<file path="src/rtl/sign_extend_unit_if.sv">
// Operand/result bundle between the extend unit and its producer/consumer.
interface sign_extend_unit_if #(
  parameter int IN_W  = 32,
  parameter int OUT_W = 64
);
  logic             i_valid;
  logic [IN_W-1:0]  i_num;
  logic [1:0]       i_size;
  logic             i_unsigned;
  logic             o_valid;
  logic [OUT_W-1:0] o_extended;

  modport master (
    output i_valid, i_num, i_size, i_unsigned,
    input  o_valid, o_extended
  );

  modport slave (
    input  i_valid, i_num, i_size, i_unsigned,
    output o_valid, o_extended
  );
endinterface

</file>
<file path="src/rtl/sign_extend_unit.sv">
// Registered sign/zero extender: widens a byte/half/word/full source field to OUT_W bits.
module sign_extend_unit #(
  parameter int IN_W  = 32,
  parameter int OUT_W = 64
) (
  input logic                i_clk,
  input logic                i_rst_n,
  sign_extend_unit_if.slave  bus
);

  // Low W bits pass through; everything above is the fill bit.
  function automatic logic signed [OUT_W-1:0] extend(
    input logic [IN_W-1:0] num,
    input logic [1:0]      size,
    input logic            uns
  );
    int                      w;
    logic                    fill;
    logic [OUT_W-1:0]        low_mask;
    logic signed [OUT_W-1:0] res;
    case (size)
      2'b00:   w = 8;
      2'b01:   w = 16;
      2'b10:   w = 32;
      default: w = IN_W;
    endcase
    // Shifting by the full width yields 0, so w == OUT_W gives an all-ones mask.
    low_mask = (OUT_W'(1) << w) - OUT_W'(1);
    fill     = ~uns & num[w-1];
    res      = signed'((OUT_W'(num) & low_mask) | (fill ? ~low_mask : '0));
    return res;
  endfunction

  logic                    vld_p1;
  logic signed [OUT_W-1:0] ext_p1;

  // p0 -> p1: capture the extended operand
  always_ff @(posedge i_clk or negedge i_rst_n) begin
    if (!i_rst_n) begin
      vld_p1 <= 1'b0;
      ext_p1 <= '0;
    end else begin
      vld_p1 <= bus.i_valid;
      if (bus.i_valid) begin
        ext_p1 <= extend(bus.i_num, bus.i_size, bus.i_unsigned);
      end
    end
  end

  assign bus.o_valid    = vld_p1;
  assign bus.o_extended = ext_p1;

endmodule

</file>
<file path="src/flat_wrapper.sv">
// flat-port wrapper written by rule: the top's interface ports become plain ports
module sign_extend_unit_flat 
#(
  parameter int IN_W  = 32,
  parameter int OUT_W = 64
)
  (i_clk, i_rst_n, bus_i_valid, bus_i_num, bus_i_size, bus_i_unsigned, bus_o_valid, bus_o_extended);
  sign_extend_unit_if #(.IN_W(IN_W), .OUT_W(OUT_W)) bus_i ();
  input logic i_clk;
  input logic i_rst_n;
  input wire logic [$bits(bus_i.i_valid)-1:0] bus_i_valid;
  input wire logic [$bits(bus_i.i_num)-1:0] bus_i_num;
  input wire logic [$bits(bus_i.i_size)-1:0] bus_i_size;
  input wire logic [$bits(bus_i.i_unsigned)-1:0] bus_i_unsigned;
  output wire logic [$bits(bus_i.o_valid)-1:0] bus_o_valid;
  output wire logic [$bits(bus_i.o_extended)-1:0] bus_o_extended;
  assign bus_i.i_valid = bus_i_valid;
  assign bus_i.i_num = bus_i_num;
  assign bus_i.i_size = bus_i_size;
  assign bus_i.i_unsigned = bus_i_unsigned;
  assign bus_o_valid = bus_i.o_valid;
  assign bus_o_extended = bus_i.o_extended;
  sign_extend_unit #(.IN_W(IN_W), .OUT_W(OUT_W)) u_core (.i_clk(i_clk), .i_rst_n(i_rst_n), .bus(bus_i));
endmodule
</file>
<file path="config.mk">
export PLATFORM = sky130hd
export DESIGN_NAME = sign_extend_unit_flat
export DESIGN_NICKNAME = d
export VERILOG_FILES = /design/src/rtl/sign_extend_unit_if.sv /design/src/rtl/sign_extend_unit.sv /design/src/flat_wrapper.sv
export SDC_FILE = /design/constraint.sdc
export NUM_CORES = 1
export LEC_CHECK = 0
export ABC_AREA = 1
export BUFFER_PORTS_ARGS = -buffer_cell sky130_fd_sc_hd__buf_2
export CAP_MARGIN = 20
export CORE_MARGIN = 4
export CORE_UTILIZATION = 45
export DETAILED_ROUTE_END_ITERATION = 6
export PLACE_DENSITY = 0.78
export SYNTH_ARGS = -nofsm -noshare
export SYNTH_HDL_FRONTEND = slang
export SYNTH_SLANG_ARGS = --single-unit
</file>
<file path="constraint.sdc">
create_clock -name i_clk -period 0.8 [get_ports i_clk]
set_input_delay 0.08 -clock i_clk [delete_from_list [all_inputs] [get_ports i_clk]]
set_output_delay 0.08 -clock i_clk [all_outputs]
set_load 0.005 [all_outputs]
</file>
**After elaboration in Yosys (flattened, before gate mapping)**

Cells that the tools add are included.

- Output and inout port bits: 65
- Logic and storage cells: 19
- Bits in registers: 65

- Bitwise gates (word level): 5
- Shift operators: 1
- Equal/unequal tests: 1
- Mux-type cells: 6
- Add/subtract/negate cells: 2
- Reductions and logical operators: 1
- Magnitude comparators: 1

Operators with widths:

| kind | count |
|---|---|
| 32-bit by 64-bit AND with 64-bit output | 1 |
| 64-bit two-way mux | 1 |
| 64-bit NOT | 1 |
| 64-bit OR | 1 |
| 1-bit by 32-bit left shift with 64-bit output, first input constant | 1 |
| 64-bit by 2-bit subtractor with 64-bit output, second input constant | 1 |
| 32-bit by 7-bit less-than comparator with 1-bit output, second input constant | 1 |
| 32-bit two-way mux | 1 |
| 32-bit by 2-bit subtractor with 32-bit output, second input constant | 1 |
| 6-bit case mux with 2 select lines | 1 |
| 1-bit binary-select mux with 5-bit select | 1 |
| 2-bit by 1-bit == test with 1-bit output, second input constant | 1 |
| 2-bit logical NOT | 1 |
| 1-bit two-way mux | 2 |
| 1-bit AND | 1 |
| 1-bit NOT | 1 |

**Longest topological paths before layout**

- Depth after elaboration: 10
- Gate-level depth with buffers: 10
- Mapped depth without buffers: 10

**Least setup slack after synthesis**

OpenSTA, ideal clock, no wires.

- Kind: input-to-reg
- From: input bus_i_size[0]
- To: register u_core.ext_p1[4] (netlist: u_core.bus.o_extended[4])
- Arrival: 1.562 ns
- Path buffers: 2
- Setup slack: -0.836 ns
- Data required time: 0.727 ns
- Cell stages on the path: 10
- Cells stage by stage: inv_1 nand2_1 buf_2 ha_1 clkbuf_1 inv_1 ha_1 inv_1 a21oi_1 a21oi_2

- Word-level cells in the longest chain between the ends: 10
- Elaborated cells between the ends (all ways): 15
- Those cells by class: add/sub: 2; eq/ne: 1; shift: 1; mux: 6; bitwise: 4; reduce/logical: 1

Ends and longest elaborated chain:

| what | RTL line | source |
|---|---|---|
| start, declared | flat_wrapper.sv:13 | `input wire logic [$bits(bus_i.i_size)-1:0] bus_i_size;` |
| 2-bit by 1-bit == test with 1-bit output or 2-bit logical NOT (tied branches) | sign_extend_unit.sv:21 | `case (size)` |
| 6-bit case mux with 2 select lines (*) | sign_extend_unit.sv:21 |  |
| 32-bit two-way mux (*) | sign_extend_unit.sv:44 | `if (bus.i_valid) begin` |
| 32-bit by 2-bit subtractor with 32-bit output | sign_extend_unit.sv:29 | `fill = ~uns & num[w-1];` |
| 1-bit binary-select mux with 5-bit select | sign_extend_unit.sv:29 |  |
| 1-bit two-way mux (implied by the code) (2 in series) | sign_extend_unit.sv:29 |  |
| 1-bit AND | sign_extend_unit.sv:29 |  |
| 64-bit two-way mux | sign_extend_unit.sv:30 | `res = signed'((OUT_W'(num) & low_mask) \| (fill ? ~low_mask : '0));` |
| 64-bit OR (*) | sign_extend_unit.sv:30 |  |
| end signal, assigned | sign_extend_unit.sv:45 | `ext_p1 <= extend(bus.i_num, bus.i_size, bus.i_unsigned);` |
| end, declared | sign_extend_unit.sv:35 | `logic signed [OUT_W-1:0] ext_p1;` |

Mark *: on every way between the ends. The rest lies on a longest branch, timed or not. The select of a mux whose other input is x is not followed.
A chain may end at the register's enable or synchronous reset.

**Worst setup path in the final report**

- From: input bus_i_size[0]
- To: register u_core.ext_p1[19] (netlist: u_core.bus.o_extended[19])

Same word-level chain as after synthesis.

==> run metrics <==
outcome finished with violations; failing checks setup timing; Layout Utilization 74.3%; vias in the first global route 1886; Worst Path Max Fanout 8; H-Tree Depth 2; Crit. End Element flip-flop; routed len/inst 13.8 microns; Starting Density 46.9%; Root Driver clkbuf_8; Worst VDD drop 1.03 mV; via count 1975; gr ovfl total 0; Synth area leaders dfrtp_1, a21oi_1, buf_4; Pwr Density 1830 nW/um^2; area grow syn2layout 58.4%; TritonRoute pass-1 iters 4; worst min path class input port to flip-flop; largest net degree at the start of global routing 42; fillers 330; fraction of layout cells with a size suffix above 1 61.6%; Multi-input gate area 928 sq um; CP Depth 9; synthesized flop and latch total 41; Critical path buffers and inverters 4; Synth top area share 49.9%; nets 385; ys async rst share 100%; hold path depth 3; CTS Buf Count 5; net count after synthesis 263; RSZ-0062 raised after global routing true; final period utilization 133%; CTS tree done; diode count 0; Top Family by Delay on Critical Path simple AND/OR/NAND/NOR gates; Setup WS post-layout -0.265 ns; crit path kind input port to flip-flop; antenna viol nets, final 0; Syn Inst Count 221; warnings from Yosys 0; Netlist cell types 17; worst hold margin 0.0801 ns; Primary FF master, synth dfrtp_1; Worst setup SP type input port; required time worst endpoint 1.02 ns; CTS Sinks 41; DIE AREA 5710 sq um; Worst-Skew Late Latency 0.29 ns; clk_skew 0 ns; Post-synth top cells a21oi_1, dfrtp_1, nor2_1; Static Leakage 1.60 nW; max-capacitance violation count 0; input/output buffers 102; Peak Freq 939 MHz; Avg Inst Size Synth 9.30 sq um; Tmin final 1.06 ns; Netlist Area Pre-Place 2060 sq um; hpwl dp 3760 microns; Area after DPL 2710 sq um; Placed Cells 361; final hold violation count 0; RD Place Congestion 0.785; Die W 75.6 microns; critical-path cell list buf_12, inv_12, nor2_4, inv_2, ha_4, inv_6, nand3_4, nand4_4, a21oi_2; R2R cell count 3; non-filler cells, final 396; relative slew slack 85.3%; actual slew at the worst max-slew pin 0.220 ns; Remaining DRCs 0; register area 1030 sq um; CP peak stage delay 0.30 ns; initial antenna violation count 0; slowest CP cell ha_4; register area share after synthesis 49.9%; I/O Pins 103; Max Slew Vio Count 0; CTS clk-pin slew, worst paths 0.08 ns; Final Setup Violations 105; first-pass GRT wire length 8330 microns; Post-synth EDFFs 0; die height 75.6 microns; Yosys top cell by area dfrtp_1; Tot GR Track Use 18.9%; Vias/cell 4.99; data arrival time of the worst path 1.28 ns; clock buffer depth 2; core area 4380 sq um; final wirelength 5470 microns; initial DRC count 86; post-route design area 3260 sq um; FP Rows 24; most common cell in the netlist a21oi_1
flip-flops by register name, indices dropped and copies added, names as in the netlist:
register / flops
u_core.bus.o_valid: 1
u_core.bus.o_extended: 40
per-stage QoR:
stage,power [mW],worst slack [ns],TNS [ns]
3_3_place_gp,3.80,-0.634,-23.08
2_1_floorplan,3.28,-0.414,-14.20
3_5_place_dp,3.84,-0.715,-24.82
4_1_cts,5.73,-0.260,-15.87
6_report,5.94,-0.265,-16.26
5_1_grt,6.25,-0.346,-21.79
power breakdown:
part           switching, mW  total (mW)  internal (mW)
clock network          0.684        1.70           1.02
logic                  0.791        1.76          0.969
registers              0.170        2.48           2.31
total                   1.65        5.94           4.30
cells by family after synthesis:
group | synth area share, %
adders and majority gates | 2.43
DFF | 49.9
and+or+nand+nor | 18.7
AOI/OAI and AO/OA | 16.8
buffers and inverters | 12.2
layout make-up:
cell class                      count  area share (%)
Timing Repair Buffer              149            32.2
Clock buffer                        7            2.65
Sequential cell                    41            31.6
Inverter                            8            2.07
Clock inverter                      1           0.922
Multi-Input combinational cell    138            28.5
Tap cell                           52            2.00
tightest hold or removal path, stage by stage:
cell,delay (ns)
buf_2,0.07
a21oi_1,0.05
a21oi_1,0.12
per-layer routing:
layer  GRT usage [%]  part of all wire [%]  routed length, microns  vias up
met5               0                     0                       0        -
met4            5.83                  0.73                      40        0
met3            6.20                    10                     557        8
met2            31.7                    51                    2760       86
met1            23.0                    39                    2110      929
li1                -                     -                       -      952
cells in the final DEF (no fill, tap or decap), types with 2 or more instances in the layout:
cell      synthesis  layout
nand2_2           2       3
a21oi_1          60      34
buf_4            24      41
inv_6             0       2
nor2_4            1       2
dfrtp_1          41      38
ha_4              0       2
buf_6             0      17
buf_12            0       6
nand4_4           5       5
nor2_1           36      34
inv_12            0       2
nand3_4           2       2
inv_1             7       2
a21oi_2           4      30
buf_2             2      84
dfrtp_2           0       3
nand2_1          21      19
clkbuf_8          0       6
worst paths after layout:
path	start	to	slack, ns
hold / removal	bus_i_num[30]	u_core.bus.o_extended[30]	0.08
setup reg to reg	u_core.bus.o_extended[39]	u_core.bus.o_extended[39]	-0.07
hold reg to reg	u_core.bus.o_extended[48]	u_core.bus.o_extended[48]	0.49
max in group asynchronous	i_rst_n	u_core.bus.o_extended[62]	0.29
setup / recovery	bus_i_size[0]	u_core.bus.o_extended[19]	-0.26
min in group asynchronous	i_rst_n	u_core.bus.o_extended[9]	0.28
repair_timing:
action / in CTS / in global routing
endpoints found under the setup margin: 105 / 105
hold endpoints to repair: 41 / 0
hold buffers: 1 / 0
setup buffers: 16 / 11
gates resized for setup: 29 / 22
pin swaps: 10 / 3
No activity file was read; power rests on OpenSTA's default activity.
